===== config.mk =====
export PLATFORM = sky130hd
export DESIGN_NAME = axis_datapoint_receiver
export DESIGN_NICKNAME = d
export VERILOG_FILES = /design/src/rtl/axis_datapoint_receiver.sv
export SDC_FILE = /design/constraint.sdc
export NUM_CORES = 2
export LEC_CHECK = 0
export ABC_AREA = 1
export BUFFER_PORTS_ARGS = -buffer_cell sky130_fd_sc_hd__buf_2
export CORE_MARGIN = 2
export CORE_UTILIZATION = 45
export CTS_CLUSTER_DIAMETER = 120
export DETAILED_ROUTE_END_ITERATION = 16
export PLACE_DENSITY = 0.76
export SKIP_LAST_GASP = 1
export SYNTH_ARGS = -nofsm -noshare
export SYNTH_HDL_FRONTEND = slang
export SYNTH_SLANG_ARGS = --single-unit

===== constraint.sdc =====
create_clock -name s00_axis_aclk -period 6.1 [get_ports s00_axis_aclk]
set_input_delay 0.61 -clock s00_axis_aclk [delete_from_list [all_inputs] [get_ports s00_axis_aclk]]
set_output_delay 0.61 -clock s00_axis_aclk [all_outputs]
set_load 0.01 [all_outputs]

===== src/rtl/axis_datapoint_receiver.sv =====
// Purpose : AXI4-Stream slave that packs NUM_PACKETS beats into one datapoint and checks tlast framing.
// Latency : dp_valid rises 1 cycle after the final beat handshake of a datapoint.
// Backpr. : tready drops only on the final beat of a datapoint while the previous one is still unconsumed.
//
// Ports:
//   s00_axis_aclk / s00_axis_aresetn : clock, async active-low reset
//   s00_axis_t*                      : AXI4-Stream slave (tdata, tstrb, tlast, tvalid, tready)
//   dp_data/dp_valid/dp_ready        : assembled datapoint, registered valid/ready
//   dp_last/dp_index                 : last-of-frame marker and datapoint number within the frame
//   frame_done                       : one-cycle pulse on a correctly framed frame end
//   err_strb/err_early_last/err_missing_last, err_clear : sticky framing/strobe errors and their clear
module axis_datapoint_receiver #(
    parameter int C_S00_AXIS_DATA_WIDTH = 64,
    parameter int NUM_PACKETS           = 13,
    parameter int DATAPOINTS            = 100,
    localparam int W  = C_S00_AXIS_DATA_WIDTH,
    localparam int DW = NUM_PACKETS * C_S00_AXIS_DATA_WIDTH,
    localparam int BW = (NUM_PACKETS > 1) ? $clog2(NUM_PACKETS) : 1,
    localparam int IW = (DATAPOINTS > 1) ? $clog2(DATAPOINTS) : 1
) (
    input  logic              s00_axis_aclk,
    input  logic              s00_axis_aresetn,
    input  logic [W-1:0]      s00_axis_tdata,
    input  logic [W/8-1:0]    s00_axis_tstrb,
    input  logic              s00_axis_tlast,
    input  logic              s00_axis_tvalid,
    output logic              s00_axis_tready,
    output logic [DW-1:0]     dp_data,
    output logic              dp_valid,
    input  logic              dp_ready,
    output logic              dp_last,
    output logic [IW-1:0]     dp_index,
    output logic              frame_done,
    output logic              err_strb,
    output logic              err_early_last,
    output logic              err_missing_last,
    input  logic              err_clear
);

    logic [BW-1:0] beat_cnt_q, beat_cnt_d;
    logic [IW-1:0] dp_cnt_q, dp_cnt_d;
    logic [DW-1:0] asm_q, asm_d, asm_merged;
    logic [DW-1:0] dp_data_q, dp_data_d;
    logic          dp_valid_q, dp_valid_d;
    logic          dp_last_q, dp_last_d;
    logic [IW-1:0] dp_index_q, dp_index_d;
    logic          frame_done_q, frame_done_d;
    logic          err_strb_q, err_strb_d;
    logic          err_early_q, err_early_d;
    logic          err_missing_q, err_missing_d;
    // Keeps tready low while reset is held and until the first edge after release.
    logic          en_q;

    logic last_beat, last_dp, exp_last, stall, beat_acc, early, complete;

    always_comb begin
        last_beat = (beat_cnt_q == BW'(NUM_PACKETS - 1));
        last_dp   = (dp_cnt_q == IW'(DATAPOINTS - 1));
        exp_last  = last_beat && last_dp;
        // Only the closing beat needs the output register free; earlier beats land in asm_q.
        stall     = last_beat && dp_valid_q && !dp_ready;
        s00_axis_tready = en_q && !stall;
        beat_acc  = s00_axis_tvalid && s00_axis_tready;
        early     = beat_acc && s00_axis_tlast && !exp_last;
        complete  = beat_acc && last_beat && !early;
    end

    always_comb begin
        asm_merged = asm_q;
        asm_merged[int'(beat_cnt_q) * W +: W] = s00_axis_tdata;
    end

    always_comb begin
        beat_cnt_d    = beat_cnt_q;
        dp_cnt_d      = dp_cnt_q;
        asm_d         = asm_q;
        dp_data_d     = dp_data_q;
        dp_valid_d    = dp_valid_q;
        dp_last_d     = dp_last_q;
        dp_index_d    = dp_index_q;
        frame_done_d  = 1'b0;

        if (beat_acc) begin
            asm_d = asm_merged;
        end

        if (early) begin
            // Partial datapoint is dropped; a pending output stays untouched.
            beat_cnt_d = '0;
            dp_cnt_d   = '0;
        end else if (beat_acc) begin
            beat_cnt_d = last_beat ? '0 : beat_cnt_q + BW'(1);
        end

        if (complete) begin
            dp_cnt_d     = last_dp ? '0 : dp_cnt_q + IW'(1);
            dp_data_d    = asm_merged;
            dp_valid_d   = 1'b1;
            dp_index_d   = dp_cnt_q;
            dp_last_d    = last_dp;
            frame_done_d = exp_last && s00_axis_tlast;
        end else if (dp_valid_q && dp_ready) begin
            dp_valid_d = 1'b0;
        end

        // Set has priority over a same-cycle clear.
        err_strb_d    = (err_strb_q && !err_clear) ||
                        (beat_acc && (s00_axis_tstrb != '1));
        err_early_d   = (err_early_q && !err_clear) || early;
        err_missing_d = (err_missing_q && !err_clear) ||
                        (complete && exp_last && !s00_axis_tlast);
    end

    always_ff @(posedge s00_axis_aclk or negedge s00_axis_aresetn) begin
        if (!s00_axis_aresetn) begin
            en_q          <= 1'b0;
            beat_cnt_q    <= '0;
            dp_cnt_q      <= '0;
            asm_q         <= '0;
            dp_data_q     <= '0;
            dp_valid_q    <= 1'b0;
            dp_last_q     <= 1'b0;
            dp_index_q    <= '0;
            frame_done_q  <= 1'b0;
            err_strb_q    <= 1'b0;
            err_early_q   <= 1'b0;
            err_missing_q <= 1'b0;
        end else begin
            en_q          <= 1'b1;
            beat_cnt_q    <= beat_cnt_d;
            dp_cnt_q      <= dp_cnt_d;
            asm_q         <= asm_d;
            dp_data_q     <= dp_data_d;
            dp_valid_q    <= dp_valid_d;
            dp_last_q     <= dp_last_d;
            dp_index_q    <= dp_index_d;
            frame_done_q  <= frame_done_d;
            err_strb_q    <= err_strb_d;
            err_early_q   <= err_early_d;
            err_missing_q <= err_missing_d;
        end
    end

    assign dp_data          = dp_data_q;
    assign dp_valid         = dp_valid_q;
    assign dp_last          = dp_last_q;
    assign dp_index         = dp_index_q;
    assign frame_done       = frame_done_q;
    assign err_strb         = err_strb_q;
    assign err_early_last   = err_early_q;
    assign err_missing_last = err_missing_q;

endmodule

==> results_dict.tcl <==
set metrics [dict create \
    status "finished, violations left" \
    failed_checks "slew limit" \
    r2r_cells 12 \
    crit_path_top_delay_cell "inv_2" \
    dpl.hpwl_um 201000 \
    ys_seq_elements 1689 \
    dieArea_mm2 0.176 \
    layout.nets 10700 \
    cap_violations 0 \
    path_class "reg2reg" \
    power_leakage_uw 0.0516 \
    synth.distinct_cells 24 \
    track_usage_pct 34.3 \
    pin_count 924 \
    cts-htree-levels 4 \
    startpoint_type "register" \
    cts_made_buffers 178 \
    tns_ns 0 \
    die_h_um 419 \
    ff_latch_area_mm2 0.0423 \
    nFillCells 15700 \
    drt_pass1_iterations 6 \
    post_cts_resized 0 \
    maxSlewViolCount 52 \
    root_buffer "clkbuf_16" \
    critical-path-top-delay-family "buffers and inverters" \
    clock_latency_ns 0.86 \
    seq_area_frac_synth_pct 54.5 \
    crit_top_cell "buf_4" \
    grt_pass1_vias 69100 \
    cts_sinks 1689 \
    io_buffers 923 \
    drive_gt1_share_pct 12.4 \
    grt_max_degree 241 \
    fmax_ghz 0.223 \
    cts_tree "built" \
    core-area_mm2 0.171 \
    die_w_um 419 \
    worstHoldPathCells 3 \
    slew-limit-headroom_pct -2.96 \
    multi_input_area_mm2 0.0298 \
    synthFlopType "dfrtp_1" \
    ir_worst_vdd_uv 457 \
    setup_ws_ns 1.62 \
    synth-warning-count 0 \
    fin_util_pct 52.3 \
    dp_slack_ns 1.80 \
    area_delta_synth_final_pct 15.6 \
    synthArstFlopShare_pct 100 \
    yosys-top-cells-count "nand2_1 (4603), dfrtp_1 (1689), nand3_1 (1546)" \
    worstPathCellList "inv_1 > nand3_1 > inv_1 > ha_4 > buf_4 > nand4_1 > buf_4 > inv_2 > buf_4 > nand2_1 > nand3_1 > nand2_1" \
    wl_per_cell_um 23.5 \
    clk_pin_slew_ns 0.06 \
    synth_edf_count 0 \
    drt_iter0_markers 9930 \
    setup_viol_count_final 0 \
    yosysMostFrequentCell "nand2_1" \
    powerDensity_mw_per_mm2 450 \
    hold_slack_ns 0.0575 \
    place_congestion 0.951 \
    cp.depth 12 \
    fin_crit_sh_pct 73.4 \
    finalClockSkew_ns 0.0215 \
    cp_max_fo 46 \
    synth_nets 10200 \
    synth_area_leaders "dfrtp_1 (55%), nand2_1 (22%), nand3_1 (10%), inv_1 (3.5%), nand4_1 (3.2%)" \
    clock_path_buffers 3 \
    rsz0062_at_grt "false" \
    drt-total-wl_um 307000 \
    grt_pass1_wl_um 450000 \
    crit_buf_inv 6 \
    rows 152 \
    synth_top_area_share_pct 54.5 \
    synth_area_mm2 0.0775 \
    worst_ep_required_time_ns 6.83 \
    overflow 0 \
    worst_pin_slew_ns 1.54 \
    routed_via_density 5.69 \
    synth.avg_cell_area_um2 7.68 \
    antenna_found_initial 31 \
    syn_inst 10100 \
    worstPathArrival_ns 5.20 \
    critPathCaptureType "register" \
    period_needed_ns 4.48 \
    synth_top_area_cell "dfrtp_1" \
    vias 74400 \
    min_path_type "in2reg" \
    timing_hold_violations_final 0 \
    drtAntennaViolNets 0 \
    cp_slowest_stage_delay_ns 0.69 \
    start_util_pct 45.2 \
    drc 0 \
]
cells by family after synthesis:
logic type,share of synthesized area (%)
simple gates,35.9
flops,54.5
buf+inv,7.26
compound gates,2.18
xor+xnor,0.0678
fa+ha+maj,0.0646
other cells,0.00484
flip-flops by register name (all words and copies together) (netlist names), 4 cells and up:
signal and count:
dp_data 832, dp_index 7, beat_cnt_q 4, asm_q 832, dp_cnt_q 7
per-layer routing:
metal / global-route usage, % / part of all wire (%) / vias to the layer above
met5: 0 / 0.047 / -
met4: 31.4 / 11 / 22
met2: 47.2 / 42 / 4407
li1: - / - / 33000
met3: 9.72 / 11 / 1063
met1: 43.5 / 37 / 35900
worst reg2reg max path, delay by kind of cell, from the launching register on:
family | cells | cell delay [ns]
buf+inv | 6 | 2.53
simple gates | 5 | 0.89
flops | 1 | 0.47
fa+ha+maj | 1 | 0.47
final timing paths:
kind                       slack, ns                 startpoint                  endpoint
max                             1.62  beat_cnt_q[0]$_DFFE_PN0P_     asm_q[71]$_DFFE_PN0N_
min                             0.06             s00_axis_tlast      frame_done$_DFF_PN0_
max reg2reg                     1.62  beat_cnt_q[0]$_DFFE_PN0P_     asm_q[71]$_DFFE_PN0N_
min reg2reg                     0.46   dp_data[378]$_DFFE_PN0P_  dp_data[378]$_DFFE_PN0P_
max in group asynchronous       3.90           s00_axis_aresetn    asm_q[558]$_DFFE_PN0N_
min in group asynchronous       0.43           s00_axis_aresetn   dp_data[98]$_DFFE_PN0P_
cell usage in the layout (no fill, tap or decap), types with 5 or more instances in the layout:
cell type	Yosys	routed
dfrtp_1	1689	1688
buf_2	186	922
buf_12	0	31
nand3_1	1546	1539
clkinv_2	0	28
diode_2	0	23
o21ai_1	64	64
nor2_1	82	78
bufinv_16	0	16
clkinv_8	0	5
buf_4	11	58
clkbuf_8	0	38
inv_1	728	728
clkbuf_16	0	180
clkbuf_1	442	39
nand2_1	4603	4598
nand4_1	395	395
clkinvlp_4	0	7
o21ai_0	268	268
through the flow:
stage                     total power [µW]  cells  area, µm²
after floorplan                      23800  10100      77500
after global placement               28000  12700      83400
after detailed placement             28600  12700      83400
after CTS                            40100  13100      89500
after global routing                 42500  13100      89600
final                                40300  13100      89600
timing repair:
action,4_1_cts,5_1_grt
buffers inserted,0,0
hold buffers,3,0
hold endpoints to repair,126,0
power by group:
group / internal [µW] / switching (µW)
Combinational: 3560 / 8810
Sequential: 14400 / 2070
Clock: 6610 / 4850
Total: 24600 / 15700
layout make-up:
cell class	count	area share, %
Tap cell	2310	3.23
Inverter	735	3.10
Timing Repair Buffer	1014	6.36
Multi-Input combinational cell	6978	33.2
Clock buffer	257	5.77
Clock inverter	68	1.06
Sequential cell	1689	47.2
Antenna cell	23	0.0642
Note: power is estimated with default switching activity, not from simulation.
